$ cat config.mk
export PLATFORM = sky130hd
export DESIGN_NAME = uart_rx_fifo_flat
export DESIGN_NICKNAME = d
export VERILOG_FILES = /design/src/rtl/uart_rx_fifo_if.sv /design/src/rtl/uart_rx_fifo.sv /design/src/flat_wrapper.sv
export SDC_FILE = /design/constraint.sdc
export NUM_CORES = 1
export LEC_CHECK = 0
export BUFFER_PORTS_ARGS = -buffer_cell sky130_fd_sc_hd__clkbuf_2
export CAP_MARGIN = 20
export CORE_MARGIN = 5
export CORE_UTILIZATION = 28
export DETAILED_ROUTE_END_ITERATION = 8
export SYNTH_ARGS = -nofsm -noshare
export SYNTH_HDL_FRONTEND = slang
export SYNTH_SLANG_ARGS = --single-unit
$ cat constraint.sdc
create_clock -name clk -period 3.6 [get_ports clk]
set_clock_uncertainty 0.15 [all_clocks]
set_input_delay 0.72 -clock clk [delete_from_list [all_inputs] [get_ports clk]]
set_output_delay 0.72 -clock clk [all_outputs]
set_load 0.005 [all_outputs]
$ cat src/rtl/uart_rx_fifo_if.sv
// Stream interface for uart_rx_fifo: the receiver-side input stream and the consumer-side output stream.
// The slave modport is the FIFO view. The master modport is the view of the surrounding logic.
interface uart_rx_fifo_if #(
    parameter int DATA_WIDTH = 8
);
    logic [DATA_WIDTH-1:0] input_axis_tdata;
    logic                  input_axis_tvalid;
    logic                  input_axis_tready;
    logic [DATA_WIDTH-1:0] output_axis_tdata;
    logic                  output_axis_tvalid;
    logic                  output_axis_tready;

    modport slave (
        input  input_axis_tdata,
        input  input_axis_tvalid,
        output input_axis_tready,
        output output_axis_tdata,
        output output_axis_tvalid,
        input  output_axis_tready
    );

    modport master (
        output input_axis_tdata,
        output input_axis_tvalid,
        input  input_axis_tready,
        input  output_axis_tdata,
        input  output_axis_tvalid,
        output output_axis_tready
    );
endinterface

$ cat src/rtl/uart_rx_fifo.sv
// Receive FIFO behind a UART receiver: it never backpressures, and it drops bytes with a sticky overflow when full.
// Defining UART_RX_FIFO_OUTREG_EN adds a one-entry registered output stage. That entry counts toward depth.
module uart_rx_fifo #(
    parameter int DATA_WIDTH = 8,
    parameter int ADDR_WIDTH = 4
) (
    input  logic                  clk,
    input  logic                  rst_n,
    uart_rx_fifo_if.slave         axis,
    input  logic [ADDR_WIDTH:0]   threshold,
    output logic [ADDR_WIDTH:0]   count,
    output logic                  full,
    output logic                  empty,
    output logic                  level_irq,
    output logic                  overflow,
    input  logic                  overflow_clear
);
    localparam int                DEPTH   = 1 << ADDR_WIDTH;
    localparam logic [ADDR_WIDTH:0] DEPTH_C = {1'b1, {ADDR_WIDTH{1'b0}}};

    logic [DATA_WIDTH-1:0] mem [DEPTH];
    logic                  tready_r;
    logic [ADDR_WIDTH:0]   wr_ptr, rd_ptr, wr_ptr_n, rd_ptr_n;
    logic [ADDR_WIDTH:0]   count_n;
    logic                  full_n, empty_n, level_n;
    logic                  push, pop, accept, drop, mem_pop;

    assign axis.input_axis_tready = tready_r;
    assign push   = axis.input_axis_tvalid && tready_r;
    assign pop    = axis.output_axis_tvalid && axis.output_axis_tready;
    // A pop in the same cycle frees a slot, so a full FIFO can still take the byte
    assign accept = push && (!full || pop);
    assign drop   = push && full && !pop;

    assign wr_ptr_n = wr_ptr + (ADDR_WIDTH+1)'(accept);
    assign rd_ptr_n = rd_ptr + (ADDR_WIDTH+1)'(mem_pop);
    assign level_n  = (threshold != '0) && (count_n >= threshold);

`ifdef UART_RX_FIFO_OUTREG_EN
    logic                  out_valid, out_valid_n, out_load;
    logic [DATA_WIDTH-1:0] out_data;

    // Refill the output register from storage whenever it is empty or being consumed
    assign out_load    = (wr_ptr != rd_ptr) && (!out_valid || pop);
    assign mem_pop     = out_load;
    assign out_valid_n = out_load || (out_valid && !pop);

    assign axis.output_axis_tvalid = out_valid;
    assign axis.output_axis_tdata  = out_data;

    always_ff @(posedge clk) begin
        if (!rst_n) begin
            out_valid <= 1'b0;
            out_data  <= '0;
        end else begin
            out_valid <= out_valid_n;
            if (out_load) begin
                out_data <= mem[rd_ptr[ADDR_WIDTH-1:0]];
            end
        end
    end

    always_comb begin
        count_n = (wr_ptr_n - rd_ptr_n) + (ADDR_WIDTH+1)'(out_valid_n);
        full_n  = (count_n == DEPTH_C);
        empty_n = (count_n == '0);
    end
`else
    assign mem_pop = pop;

    assign axis.output_axis_tvalid = !empty;
    assign axis.output_axis_tdata  = empty ? '0 : mem[rd_ptr[ADDR_WIDTH-1:0]];

    always_comb begin
        count_n = wr_ptr_n - rd_ptr_n;
        full_n  = (wr_ptr_n[ADDR_WIDTH] != rd_ptr_n[ADDR_WIDTH]) &&
                  (wr_ptr_n[ADDR_WIDTH-1:0] == rd_ptr_n[ADDR_WIDTH-1:0]);
        empty_n = (wr_ptr_n == rd_ptr_n);
    end
`endif

    always_ff @(posedge clk) begin
        if (accept) begin
            mem[wr_ptr[ADDR_WIDTH-1:0]] <= axis.input_axis_tdata;
        end
    end

    always_ff @(posedge clk) begin
        if (!rst_n) begin
            wr_ptr    <= '0;
            rd_ptr    <= '0;
            count     <= '0;
            full      <= 1'b0;
            empty     <= 1'b1;
            level_irq <= 1'b0;
            overflow  <= 1'b0;
            tready_r  <= 1'b0;
        end else begin
            wr_ptr    <= wr_ptr_n;
            rd_ptr    <= rd_ptr_n;
            count     <= count_n;
            full      <= full_n;
            empty     <= empty_n;
            level_irq <= level_n;
            // A drop in the same cycle as a clear wins
            overflow  <= drop || (overflow && !overflow_clear);
            tready_r  <= 1'b1;
        end
    end
endmodule

$ cat src/flat_wrapper.sv
// flat-port wrapper written by rule: the top's interface ports become plain ports
module uart_rx_fifo_flat 
#(
    parameter int DATA_WIDTH = 8,
    parameter int ADDR_WIDTH = 4
)
  (clk, rst_n, threshold, count, full, empty, level_irq, overflow, overflow_clear, axis_input_axis_tdata, axis_input_axis_tvalid, axis_input_axis_tready, axis_output_axis_tdata, axis_output_axis_tvalid, axis_output_axis_tready);
  uart_rx_fifo_if #(.DATA_WIDTH(DATA_WIDTH)) axis_i ();
  input  logic clk;
  input  logic rst_n;
  input  logic [ADDR_WIDTH:0] threshold;
  output logic [ADDR_WIDTH:0] count;
  output logic full;
  output logic empty;
  output logic level_irq;
  output logic overflow;
  input  logic overflow_clear;
  input wire logic [$bits(axis_i.input_axis_tdata)-1:0] axis_input_axis_tdata;
  input wire logic [$bits(axis_i.input_axis_tvalid)-1:0] axis_input_axis_tvalid;
  output wire logic [$bits(axis_i.input_axis_tready)-1:0] axis_input_axis_tready;
  output wire logic [$bits(axis_i.output_axis_tdata)-1:0] axis_output_axis_tdata;
  output wire logic [$bits(axis_i.output_axis_tvalid)-1:0] axis_output_axis_tvalid;
  input wire logic [$bits(axis_i.output_axis_tready)-1:0] axis_output_axis_tready;
  assign axis_i.input_axis_tdata = axis_input_axis_tdata;
  assign axis_i.input_axis_tvalid = axis_input_axis_tvalid;
  assign axis_input_axis_tready = axis_i.input_axis_tready;
  assign axis_output_axis_tdata = axis_i.output_axis_tdata;
  assign axis_output_axis_tvalid = axis_i.output_axis_tvalid;
  assign axis_i.output_axis_tready = axis_output_axis_tready;
  uart_rx_fifo #(.DATA_WIDTH(DATA_WIDTH), .ADDR_WIDTH(ADDR_WIDTH)) u_core (.clk(clk), .rst_n(rst_n), .axis(axis_i), .threshold(threshold), .count(count), .full(full), .empty(empty), .level_irq(level_irq), .overflow(overflow), .overflow_clear(overflow_clear));
endmodule
==> impl_summary.txt <==
----------------------------------------------------
[Synthesis]
  Top FF cell, synth ... edfxtp_1
  Leading area contributor after synthesis ... edfxtp_1
  Number of enable-type register cells in the synthesized netlist ... 128
  Mean instance size in the synthesized netlist ... 19.0 um^2
  Top post-synthesis cells by area ... edfxtp_1, mux4_2, dfxtp_1
  Share of the yosys chip area belonging to registers ... a little over two thirds
  Post-synthesis async set-or-reset flop share ... 0%
  Most common cell in the synthesized netlist ... edfxtp_1
  Post-synthesis sequential element count ... 148
  Number of standard cells after synthesis ... between 300 and 400
  Most frequent cells after synthesis ... edfxtp_1, mux4_2, dfxtp_1, and2_1, ha_1
  Netlist area before placement ... 0.00600 mm^2
  Number of warnings reported in the yosys synthesis log ... 0
  Post-synthesis net count ... ~350
  Post-synth cell types ... 26
  Area share of the largest cell type after synthesis ... ~64%

[Run status]
  Outcome ... finished, final reports clean

[Worst setup path]
  Highest cell delay on the worst timing path ... 560 ps
  Buffering stage count on the worst path with inverters included ... 2
  Type of element launching the critical path ... register
  Cell mode on critical path ... mux4_2
  Setup slack, reg-to-reg ... 390 ps
  Kind of capture point of the worst setup path ... output port
  Critical path peak fanout ... 32
  Category of cells accounting for the largest share of critical-path delay ... multiplexers
  Standard cell with the maximum stage delay on the critical path ... mux4_2
  Data arrival time at the worst-slack endpoint ... 2450 ps
  Critical-path cell list ... buf_12, mux4_2, mux4_2, and2_1, clkbuf_2
  Required time of the critical path ... 2730 ps
  Critical setup path kind ... reg2out

[Floorplanning]
  Die height ... about 160 um
  Core ar. ... roughly 0.021 mm^2
  Die Width ... roughly 160 um
  Number of rows in the core area ... 53
  DIE AREA ... approximately 0.024 mm^2
  Number of placed I/O pins ... 37
  Initial standard-cell utilization of the core ... 28.5%

[Routing]
  Wirelength per Cell ... about 18 um
  Number of vias per cell after detailed routing ... 4.52
  DR vias ... 3031
  Routed Antenna Nets ... 0
  Iter 0 DRT Violations ... 219
  First-pass iteration count of the detailed router ... 4
  Wirelength, routed ... 12300 um
  Remaining DRCs ... 0

[STA]
  RSZ-0062 raised after global routing ... false
  Maximum clock frequency ... 301 MHz
  Final Hold Violating Endpoints ... 0
  Fraction of the cycle the final worst path needs ... 92.2%
  Final max-slew violation count ... 0
  Setup violators final ... 0
  Worst hold margin ... 398 ps
  Min cycle time layout ... roughly 3300 ps
  Slew at the pin closest to its max-slew limit ... 746 ps
  Max-Slew Margin vs Limit ... 50.1%
  Total negative slack ... 0 ps

[Run]
  Max-cap viol count ... 0

[Placed design]
  Detailed Place HPWL ... between 8000 and 9000 um
  Number of I/O port buffers ... 36
  Final weighted congestion in routability-driven placement ... ~0.79

[Clock network]
  Number of levels the H-tree was split into ... 4
  Clock latency on the worst-skew pair ... 410 ps
  Post-CTS Resized ... 0
  Clock tree from TritonCTS ... yes
  Post-CTS Setup Repair Bufs ... 0
  Clock slew at the register clock pins of the worst setup and hold paths ... 60 ps
  Clk root buf ... clkbuf_16
  Number of buffers created by CTS ... 17
  Longest Clk Path Bufs ... 2
  Total number of clock tree sinks ... 148
  Number of buffers inserted for hold repair after clock tree synthesis ... 0

[Layout]
  Count of antenna diodes in the layout ... 0
  Share of post-route cells with drive strength above 1 ... 33.4%
  Signed area change from the synthesized netlist to the final layout ... 20.8%
  Net total in the final layout ... 415

[Power]
  Worst voltage drop across the vdd grid ... ~0.34 mV
  Reported leakage power ... 2.48 nW
  Pwr dens ... 563 mW/mm^2

[GRT]
  Vias in the first global route ... about 3300
  Largest net degree at the start of global routing ... 36
  Wire length of the first global-routing pass ... approximately 19000 um
  GRT overflow ... 0
  Total track usage ... 10.7%
  Antenna violations before repair ... 0

[Min path]
  Path class of the lowest-slack min-delay path ... reg2reg

----------------------------------------------------
cell type report:
type | instances | area [um^2]
tap | 275 | 344
clock inverter | 13 | 171
inverter | 11 | 41.3
timing repair buffer | 60 | 373
fill | 2004 | 13800
multi-input combinational | 144 | 1630
clock buffer | 19 | 433
sequential | 148 | 4250
cell usage in the layout, fill, tap and decap left out, types with 2 or more instances in the layout:
master / synthesis / routed
nand3_1: 7 / 7
bufinv_16: 0 / 3
dfxtp_1: 20 / 19
nor2_1: 14 / 14
clkinvlp_4: 0 / 3
inv_1: 11 / 11
clkbuf_1: 4 / 2
xor2_1: 6 / 6
nor3_1: 5 / 5
a21oi_1: 3 / 3
clkbuf_2: 0 / 36
a21o_1: 5 / 5
clkbuf_16: 0 / 17
ha_1: 15 / 15
o21ai_0: 2 / 2
xnor2_1: 7 / 7
nand2b_1: 4 / 4
nand2_1: 4 / 4
mux4_2: 40 / 40
and2_1: 18 / 18
inv_6: 0 / 5
nor2b_1: 8 / 8
buf_4: 1 / 23
edfxtp_1: 128 / 128
nand3b_1: 2 / 2
power by group:
part           total [mW]  internal, mW  switching [mW]
Combinational       0.363         0.187           0.176
Sequential           1.90          1.89          0.0152
Clock                1.81          1.10           0.705
worst reg2reg max path, delay by kind of cell, from the launching register on:
| family | cells | cell delay [ps] |
|---|---|---|
| buf+inv | 1 | 60 |
| flops | 1 | 340 |
| fa+ha+maj | 3 | 740 |
| xor+xnor | 3 | 530 |
| simple gates | 5 | 800 |
| compound gates | 3 | 480 |
registers in the layout (all words and copies together), names as in the netlist:
register,flops
u_core.wr_ptr,5
u_core.mem,128
u_core.rd_ptr,5
u_core.count,5
u_core.overflow,1
u_core.level_irq,1
u_core.axis.input_axis_tready,1
u_core.full,1
u_core.empty,1
cells by family (layout without fill, tap and decap cells):
family	after synthesis	count (layout)	share of synthesized area [%]
AO/OA/AOI/OAI	11	11	1.15
adder cells (fa/ha/maj)	15	15	3.13
AND/OR/NAND/NOR	64	64	5.78
XOR/XNOR	14	14	2.17
multiplexers	40	40	15.0
flip-flops	148	148	70.8
buffers and inverters	23	103	1.96
through the flow:
stage	instance area, um^2	std cells	util [%]	setup slack (ps)	total power, mW
floorplan	6000	315	-	284	2.18
global placement	6640	638	31.6	63.3	2.30
detailed placement	6640	638	31.6	-99.8	2.31
CTS	7240	670	34.5	239	4.13
global route	7240	670	34.5	90.5	4.25
finish	7240	670	34.5	282	4.08
path summary, 6_finish.rpt:
path                               startpoint                           to  cells after the start
setup / recovery  u_core.rd_ptr[0]$_SDFF_PN0_    axis_output_axis_tdata[0]                      5
hold / removal    u_core.rd_ptr[4]$_SDFF_PN0_  u_core.rd_ptr[4]$_SDFF_PN0_                      2
setup reg to reg      u_core.empty$_SDFF_PN1_  u_core.level_irq$_SDFF_PN0_                     15
hold reg to reg   u_core.rd_ptr[4]$_SDFF_PN0_  u_core.rd_ptr[4]$_SDFF_PN0_                      2
metal layers:
| layer | vias up | wire length, um | global-route usage [%] | share of wire, % |
|---|---|---|---|---|
| met1 | 1568 | 5460 | 13.9 | 44 |
| met3 | 9 | 595 | 2.93 | 4.9 |
| li1 | 1372 | - | - | - |
| met2 | 82 | 6060 | 17.3 | 49 |
| met5 | - | 0 | 0 | 0 |
| met4 | 0 | 156 | 3.55 | 1.3 |
No activity file was read; power rests on OpenSTA's default activity.
